[src/rtl/jogo_pkg.sv]
// Shared state encoding for the ultimate tic-tac-toe control unit and the
// datapath debug display.
package jogo_pkg;

    typedef enum logic [3:0] {
        INICIAL        = 4'h0,
        PREPARACAO     = 4'h1,
        ESPERA_MACRO   = 4'h2,
        REGISTRA_MACRO = 4'h3,
        VALIDA_MACRO   = 4'h4,
        ESPERA_MICRO   = 4'h5,
        REGISTRA_MICRO = 4'h6,
        VALIDA_MICRO   = 4'h7,
        ESCREVE_JOGADA = 4'h8,
        ATUALIZA_MACRO = 4'h9,
        VERIFICA_FIM   = 4'hA,
        TROCA          = 4'hB,
        PROXIMA_MACRO  = 4'hC,
        VALIDA_PROXIMA = 4'hD,
        TIMEOUT        = 4'hE,
        FIM            = 4'hF
    } estado_t;

endpackage

[src/rtl/unidade_controle.sv]
// Moore control FSM for the ultimate tic-tac-toe board datapath.
// Define UNIDADE_CONTROLE_TIMEOUT_EN to enable the move timer and timeout path.
module unidade_controle
    import jogo_pkg::*;
(
    input  logic       clock,
    input  logic       reset_n,
    input  logic       iniciar,
    input  logic       tem_jogada,
    input  logic       macro_vencida,
    input  logic       micro_jogada,
    input  logic       fim_jogo,
    input  logic       fimT,
    output logic       zeraEdge,
    output logic       zeraR_micro,
    output logic       zeraR_macro,
    output logic       zeraFlipFlopT,
    output logic       registraR_micro,
    output logic       registraR_macro,
    output logic       sinal_macro,
    output logic       sinal_valida_macro,
    output logic       we_board,
    output logic       we_board_state,
    output logic       troca_jogador,
    output logic       contaT,
    output logic       zeraT,
    output logic       pronto,
    output logic [3:0] db_estado
);

    estado_t estado_q, estado_d;
    logic    expirou;

`ifdef UNIDADE_CONTROLE_TIMEOUT_EN
    assign expirou = fimT;
`else
    logic unused_fimt;
    assign unused_fimt = fimT;
    assign expirou     = 1'b0;
`endif

    always_ff @(posedge clock) begin
        if (!reset_n) estado_q <= INICIAL;
        else          estado_q <= estado_d;
    end

    always_comb begin
        estado_d = estado_q;
        unique case (estado_q)
            INICIAL:        if (iniciar) estado_d = PREPARACAO;
            PREPARACAO:     estado_d = ESPERA_MACRO;
            // a press beats a simultaneous timer expiry
            ESPERA_MACRO:   if (tem_jogada) estado_d = REGISTRA_MACRO;
                            else if (expirou) estado_d = TIMEOUT;
            REGISTRA_MACRO: estado_d = VALIDA_MACRO;
            VALIDA_MACRO:   estado_d = macro_vencida ? ESPERA_MACRO : ESPERA_MICRO;
            ESPERA_MICRO:   if (tem_jogada) estado_d = REGISTRA_MICRO;
                            else if (expirou) estado_d = TIMEOUT;
            REGISTRA_MICRO: estado_d = VALIDA_MICRO;
            VALIDA_MICRO:   estado_d = micro_jogada ? ESPERA_MICRO : ESCREVE_JOGADA;
            ESCREVE_JOGADA: estado_d = ATUALIZA_MACRO;
            ATUALIZA_MACRO: estado_d = VERIFICA_FIM;
            VERIFICA_FIM:   estado_d = fim_jogo ? FIM : TROCA;
            TROCA:          estado_d = PROXIMA_MACRO;
            PROXIMA_MACRO:  estado_d = VALIDA_PROXIMA;
            VALIDA_PROXIMA: estado_d = macro_vencida ? ESPERA_MACRO : ESPERA_MICRO;
`ifdef UNIDADE_CONTROLE_TIMEOUT_EN
            TIMEOUT:        estado_d = ESPERA_MACRO;
`else
            TIMEOUT:        estado_d = INICIAL;
`endif
            FIM:            if (iniciar) estado_d = PREPARACAO;
            default:        estado_d = INICIAL;
        endcase
    end

    always_comb begin
        zeraEdge           = 1'b0;
        zeraR_micro        = 1'b0;
        zeraR_macro        = 1'b0;
        zeraFlipFlopT      = 1'b0;
        registraR_micro    = 1'b0;
        registraR_macro    = 1'b0;
        sinal_macro        = 1'b0;
        sinal_valida_macro = 1'b0;
        we_board           = 1'b0;
        we_board_state     = 1'b0;
        troca_jogador      = 1'b0;
        contaT             = 1'b0;
        zeraT              = 1'b0;
        pronto             = 1'b0;
        unique case (estado_q)
            PREPARACAO: begin
                zeraEdge      = 1'b1;
                zeraR_micro   = 1'b1;
                zeraR_macro   = 1'b1;
                zeraFlipFlopT = 1'b1;
                zeraT         = 1'b1;
            end
            ESPERA_MACRO: begin
                sinal_macro        = 1'b1;
                sinal_valida_macro = 1'b1;
`ifdef UNIDADE_CONTROLE_TIMEOUT_EN
                contaT             = 1'b1;
`endif
            end
            REGISTRA_MACRO: begin
                registraR_macro = 1'b1;
                sinal_macro     = 1'b1;
                zeraT           = 1'b1;
            end
            VALIDA_MACRO:   sinal_valida_macro = 1'b1;
`ifdef UNIDADE_CONTROLE_TIMEOUT_EN
            ESPERA_MICRO:   contaT = 1'b1;
`endif
            REGISTRA_MICRO: begin
                registraR_micro = 1'b1;
                zeraT           = 1'b1;
            end
            ESCREVE_JOGADA: we_board       = 1'b1;
            ATUALIZA_MACRO: we_board_state = 1'b1;
            TROCA:          troca_jogador  = 1'b1;
            // sinal_macro stays 0 so the last micro becomes the next macro
            PROXIMA_MACRO:  registraR_macro = 1'b1;
            VALIDA_PROXIMA: begin
                sinal_valida_macro = 1'b1;
                zeraT              = 1'b1;
            end
            TIMEOUT: begin
                troca_jogador = 1'b1;
                zeraT         = 1'b1;
                zeraR_micro   = 1'b1;
            end
            FIM:            pronto = 1'b1;
            default: ;
        endcase
    end

    assign db_estado = estado_q;

endmodule

[config.mk]
export PLATFORM = sky130hd
export DESIGN_NAME = unidade_controle
export DESIGN_NICKNAME = d
export VERILOG_FILES = /design/src/rtl/jogo_pkg.sv /design/src/rtl/unidade_controle.sv
export SDC_FILE = /design/constraint.sdc
export NUM_CORES = 1
export LEC_CHECK = 0
export ABC_AREA = 1
export ABC_CLOCK_PERIOD_IN_PS = 1100
export CORE_MARGIN = 1
export CORE_UTILIZATION = 35
export CTS_BUF_LIST = sky130_fd_sc_hd__clkbuf_4
export CTS_CLUSTER_SIZE = 16
export DETAILED_ROUTE_END_ITERATION = 6
export GPL_TIMING_DRIVEN = 1
export PLACE_DENSITY = 0.77
export SYNTH_ARGS = -nofsm -noshare
export SYNTH_HDL_FRONTEND = slang
export SYNTH_SLANG_ARGS = --single-unit
[constraint.sdc]
create_clock -name clock -period 1.1 [get_ports clock]
set_clock_uncertainty 0.05 [all_clocks]
set_input_delay 0.11 -clock clock [delete_from_list [all_inputs] [get_ports clock]]
set_output_delay 0.11 -clock clock [all_outputs]
set_load 0.01 [all_outputs]
==> results of run 1 <==
[Yosys cell counts]
| master | instances |
|---|---|
| a21boi_0 | 1 |
| a21o_1 | 1 |
| a21oi_1 | 6 |
| buf_4 | 3 |
| buf_6 | 1 |
| conb_1 | 1 |
| dfxtp_1 | 4 |
| inv_1 | 16 |
| nand2_1 | 25 |
| nand2_2 | 3 |
| nand4_1 | 1 |
| nor2_1 | 18 |
| nor2_4 | 1 |
| nor3_1 | 4 |
| o211ai_1 | 1 |
| o21ai_0 | 2 |
| o22ai_1 | 1 |
| or2_2 | 1 |
[stage by stage]
stage	instances	cell area [sq um]	worst slack (ps)
3_5_place_dp	145	877.1	-469.1
4_1_cts	157	1018	-297.2
3_3_place_gp	145	877.1	-440.8
2_1_floorplan	90	498.0	-123.5
[cell families after synthesis]
logic type	after synthesis	share of synthesized area
simple gates	53	0.4761
compound gates	12	0.1463
other cells	1	0.007971
flops	4	0.1702
buf+inv	20	0.1995
[timing repair]
| item | in CTS |
|---|---|
| pin swaps | 14 |
| setup endpoints to repair | 21 |
| endpoints found under the hold margin | 0 |
| resized for setup | 103 |
| setup buffers | 9 |
==> results.cfg, run 1 <==
[logic_synthesis]
synth_seq_cells = 4
yosys-top-cells-area = nand2_1, dfxtp_1, nor2_1, inv_1, a21oi_1
avgSynthCellArea_sq_um = 5.227
synth-seq-area-share = 0.1702
syn_area_sq_um = 470.5
synth_top_area_frac = 0.1995
synth_top_area_cell = nand2_1
synth_cells = 90
synth_nets = 98
yosysWarnings = 0
synth_cell_types = 18

[sta]
endpoint_type = register input
crit_endpoint = db_estado[2]$_SDFFE_PN0P_/D

[clock_tree]
cts_buffer_depth = 2
h-tree-depth = 1
cts_hold_buf = 0
cts_root_buf = clkbuf_4
cts_buffers = 3
cts_sinks = 4

[outcome]
outcome = aborted with a tool error
stop_error = [ERROR DPL-0038] Utilization greater than 100%, impossible to legalize
stop_stage = 5_1_grt

[die]
initial_core_util = 0.4017
rows = 12
die_w_microns = 38.66
io_pins = 26
die_h_microns = 38.66

[placed_design]
io_buffer_count = 23
gp_congestion = 0.7930
hpwl_microns = 1300

[global_routing]
grt_max_degree = 8
==> run 2, diff against run 1 <==
- ABC_CLOCK_PERIOD_IN_PS: 1100 -> 1400
- CORE_AREA: not set -> 2 2 63 65
- CORE_MARGIN: 1 -> not set
- CORE_UTILIZATION: 35 -> not set
- CTS_BUF_LIST: sky130_fd_sc_hd__clkbuf_4 -> not set
- CTS_CLUSTER_SIZE: 16 -> not set
- DIE_AREA: not set -> 0 0 65 67
- PLACE_DENSITY: 0.77 -> not set
- PLACE_DENSITY_LB_ADDON: not set -> 0.15
- clock period: 1.1 -> 1.4 ns (I/O delays scaled with it)
==> results.cfg, run 2 <==
[clock_tree]
cts.clk_slew.worst_paths_ps = 30
cts_sinks = 4
cts_buffers = 3
cts_root_buf = clkbuf_8
h-tree-depth = 1
clock_latency_ps = 210
cts_hold_buf = 0
cts_buffer_depth = 2
cts_tree = done

[logic_synthesis]
avgSynthCellArea_sq_um = 5.227
yosys-top-cells-count = nand2_1, nor2_1, inv_1
synth_ff_type = dfxtp_1
yosysWarnings = 0
synth_cell_types = 18
syn_area_sq_um = 470.5
synth_edf_count = 0
async_flop_share = 0
synth_top_area_cell = nand2_1
synth_top_area_frac = 0.1995
synth_nets = 98
synth_cells = 90
yosys-top-cells-area = nand2_1, dfxtp_1, nor2_1, inv_1, a21oi_1
yosysMostFrequentCell = nand2_1
synth_seq_cells = 4
synth-seq-area-share = 0.1702

[die]
initial_core_util = 0.1305
die_area_sq_um = 4355
rows = 22
die_w_microns = 65
core_sq_um = 3606
die_h_microns = 67
io_pins = 26

[layout]
fin_cells = 188
fin_area_sq_um = 1094
final_cell_mix = buf_4, nand2_1, inv_1
area_delta_synth_final_pct = 132.4
final_common_cell = buf_4
drive_gt1_frac = 0.6143
final_nets = 150
largest_reg_flops = 4
antenna_cells = 0

[setup_path]
r2r_cells = 8
r2r-start = db_estado[1]
worst_setup_path_end_kind = output pin
cp-endpoint = sinal_valida_macro
critPathKind = flip-flop to output pin
crit_slowest_cell = dfxtp_4
worst_setup_path_start_kind = flip-flop
crit_fanout = 5
critPathLaunch = db_estado[0]
r2r_end = db_estado[2]
reg2reg_setup_slack_ps = 30
cpPeakStageDelay_ps = 370
cp.arrival_ps = 1210
path_cells = inv_4 > nor2_2 > nand2_1 > nand2_2 > or2_4 > buf_6
cp.required_ps = 1210

[power]
ir_worst_vdd_mv = 0.6390
power_leakage_nw = 0.5959
p_total_w = 0.002015
power_density_nw_per_um2 = 1843

[global_routing]
overflow = 0
grt_max_degree = 9
grt_pass1_vias = 705
antenna_found_initial = 0
grtUsageTotal = 0.08787
grt_pass1_wl_microns = 2932

[sta]
rsz0062_at_grt = true
finalCritPeriodShare = 0.9969
drv_slew = 0
setup_tns_ps = 0
setup_viol = 0
fin_crit_ps = 1396
hold_viol = 0
fmax_mhz = 716.5

[drt]
detail_route.wl_per_cell_microns = 9.840
drc = 0
num_vias = 689
antenna_left = 0
wirelength_microns = 1850
firstDrtPassIters = 4
initialDrtViolationCount = 12
via_per_inst = 3.665

[run]
cap_violations = 0

[placed_design]
hpwl_microns = 1530
gp_congestion = 0.7724
io_buffer_count = 23
dp_cells = 182
placed_area_sq_um = 914.6

[outcome]
outcome = finished, final reports clean

[min_path]
hold_path_class = flip-flop to flip-flop
hp-start = db_estado[0]
## run 2: cell counts after synthesis
No cell type changed its count.
## run 2: cells by family (layout without fill, tap and decap cells)
logic type | count (synthesis) | after routing | synth area share
AOI/OAI and AO/OA | 12 | 12 | 0.1463
and+or+nand+nor | 53 | 53 | 0.4761
buffers and inverters | 20 | 70 | 0.1995
DFF | 4 | 4 | 0.1702
other | 1 | 1 | 0.007971
## run 2: cell type report
| type | instances | area, sq um |
|---|---|---|
| clock buffer | 3 | 41.29 |
| inverter | 16 | 62.56 |
| sequential | 4 | 95.09 |
| tap | 48 | 60.06 |
| fill | 418 | 2512 |
| timing repair buffer | 51 | 396.6 |
| multi-input combinational | 66 | 437.9 |
## run 2: stage by stage
step	hold slack [ps]	util	worst slack, ps
2_1_floorplan	232.2	-	61.18
5_1_grt	526.2	0.3033	-62.23
3_3_place_gp	503.1	0.2536	-255.1
6_report	501.1	0.3033	4.301
3_5_place_dp	501.8	0.2536	-285.3
4_1_cts	479.5	0.2720	-73.62
## run 2: metal layers
layer	vias up	global-route usage	part of all wire
met5	-	0	0
met4	0	0.02394	0.0092
met3	2	0.02196	0.058
met2	17	0.1714	0.53
met1	302	0.09246	0.40
li1	368	-	-
## run 2: worst min-delay path by stage
stage	endpoint	slack [ps]	cells after the start
5_1_grt	db_estado[2]	530	2
2_1_floorplan	db_estado[1]	230	2
3_5_place_dp	db_estado[0]	500	2
6_report	db_estado[0]	500	2
4_1_cts	db_estado[1]	480	3
3_3_place_gp	db_estado[0]	500	2
## run 2: power by group
group | total (W) | switching, W | internal (W)
Sequential | 0.000284 | 0.000106 | 0.000178
Clock | 0.000238 | 0.0000551 | 0.000183
Combinational | 0.00149 | 0.000731 | 0.000762
## run 2: timing repair
item                       CTS  global route
resized for setup           56            57
gates cloned                 0             0
buffers inserted             1             2
pin swaps                    1            12
setup endpoints to repair   21            16
## run 2: critical path: cells and delay by family, from the launching register on
| family | cells | cell delay (ps) |
|---|---|---|
| DFF | 1 | 370 |
| buffers and inverters | 2 | 200 |
| and+or+nand+nor | 4 | 420 |
Note: power is estimated with default switching activity, not from simulation.
==> run 3, diff against run 2 <==
- REMOVE_ABC_BUFFERS: not set -> 1
==> results.cfg, run 3 (synthesized netlist as in run 2, its figures left out) <==
[die]
core_sq_um = 3606
die_w_microns = 65
die_area_sq_um = 4355
initial_core_util = 0.1305
io_pins = 26
rows = 22
die_h_microns = 67

[clock_tree]
cts_buffer_depth = 2
cts_root_buf = clkbuf_8
cts_buffers = 3
cts.clk_slew.worst_paths_ps = 30
cts_sinks = 4
cts_tree = done
clock_latency_ps = 210
h-tree-depth = 1

[sta]
setup_ws_ps = -18.50
setup_tns_ps = -33.61
fmax_mhz = 705.0
hold_viol = 0
drv_slew = 0
finalCritPeriodShare = 1.013
setup_viol = 2
fin_crit_ps = 1418
rsz0062_at_grt = true

[global_routing]
grt_pass1_vias = 661
grt_max_degree = 8
grtUsageTotal = 0.08538
grt_pass1_wl_microns = 2849
overflow = 0
antenna_found_initial = 0

[drt]
detail_route.wl_per_cell_microns = 9.872
wirelength_microns = 1846
antenna_left = 0
wl_met1_microns = 756
drc = 0
top_layer_used = met3
wl_met2_microns = 968
via_per_inst = 3.759
initialDrtViolationCount = 16
num_vias = 703
route.met3.wl_microns = 120
firstDrtPassIters = 4

[layout]
fin_cells = 187
final_cell_mix = buf_4, nand2_1, inv_1, nand2_2, nor2_1
final_nets = 149
drive_gt1_frac = 0.5612
area_delta_synth_final_pct = 118.1
antenna_cells = 0
fin_area_sq_um = 1026
final_common_cell = buf_4
largest_reg_flops = 4

[placed_design]
dp_slack_ps = -273.3
gp_congestion = 0.7508
dp_cells = 179
placed_area_sq_um = 892.1
hpwl_microns = 1497
io_buffer_count = 23

[setup_path]
cp.arrival_ps = 1230
path_cells = nor2_4 > inv_2 > nor2_2 > buf_4 > clkdlybuf4s15_2
cp_num_buf_inv = 3
cp_top_family = buffers and inverters
cpPeakStageDelay_ps = 360
critPathKind = flip-flop to output pin
cp.required_ps = 1210
crit_slowest_cell = dfxtp_4
crit_fanout = 4
worst_setup_path_start_kind = flip-flop
worst_setup_path_end_kind = output pin

[run]
cap_violations = 0

[min_path]
hold_path_class = input port to flip-flop

[power]
power_leakage_nw = 0.5659
ir_worst_vdd_mv = 0.4850
power_density_nw_per_um2 = 1824

[outcome]
outcome = finished with violations
violations = negative setup slack
run 3: changes by cell type in the layout (fill, tap and decap cells not counted), moves of 2 or more:
cell / before / now
nand2_1: 17 / 15
nand2_4: 5 / 2
buf_4: 24 / 27
inv_1: 9 / 11
nand2_2: 6 / 11
inv_2: 6 / 4
nor2_1: 7 / 11
clkdlybuf4s15_2: 0 / 2
nor2_4: 6 / 3
buf_6: 5 / 1
run 3: path summary, 6_finish.rpt:
check / endpoint / depth (start not counted) / from / slack (ps)
max: zeraR_macro / 5 / db_estado[2] / -20
min: db_estado[1] / 3 / reset_n / 470
max reg2reg: db_estado[0] / 10 / db_estado[2] / 10
min reg2reg: db_estado[1] / 2 / db_estado[1] / 550
run 3: worst reg2reg max path, stage by stage, from the launching register on:
cell and delay (ps):
dfxtp_4 360, nor2_4 140, inv_2 60, nor2_2 100, buf_4 120, nand2_1 50
nand2_2 70, inv_1 50, nand2_2 100, nand2_2 80, a21oi_2 130
run 3: report_power, final:
group	switching, W	internal, W	total (W)	leakage, nW
sequential	0.0000986	0.000178	0.000276	0.0356
clock	0.0000535	0.000183	0.000236	0.0216
combinational	0.000664	0.000695	0.00136	0.509
run 3: per-stage QoR:
step | power, W | utilization | hold WS, ps
3_3_place_gp | 0.001500 | 0.2474 | 518.0
4_1_cts | 0.001711 | 0.2641 | 457.1
5_1_grt | 0.002047 | 0.2845 | 485.1
2_1_floorplan | 0.0007241 | - | 232.2
6_report | 0.001872 | 0.2845 | 469.2
3_5_place_dp | 0.001488 | 0.2474 | 529.6
run 3: area by class of cell:
| cell class | instances | area, sq um |
|---|---|---|
| repair buffers | 50 | 385.4 |
| fillers | 427 | 2580 |
| clock buffers | 3 | 41.29 |
| flip-flops and latches | 4 | 95.09 |
| well taps | 48 | 60.06 |
| inverters | 16 | 62.56 |
| multi-input cells | 66 | 381.6 |
run 3: routing by layer:
metal	GRT usage	vias to the layer above
met5	0	-
met2	0.1521	19
met3	0.03041	0
met1	0.09548	314
li1	-	370
met4	0.02394	0
run 3: repair_timing:
item / CTS / global route
hold buffers: 0 / 0
setup buffers: 0 / 5
pin swaps: 2 / 3
endpoints found under the setup margin: 21 / 14
gates resized for setup: 60 / 31
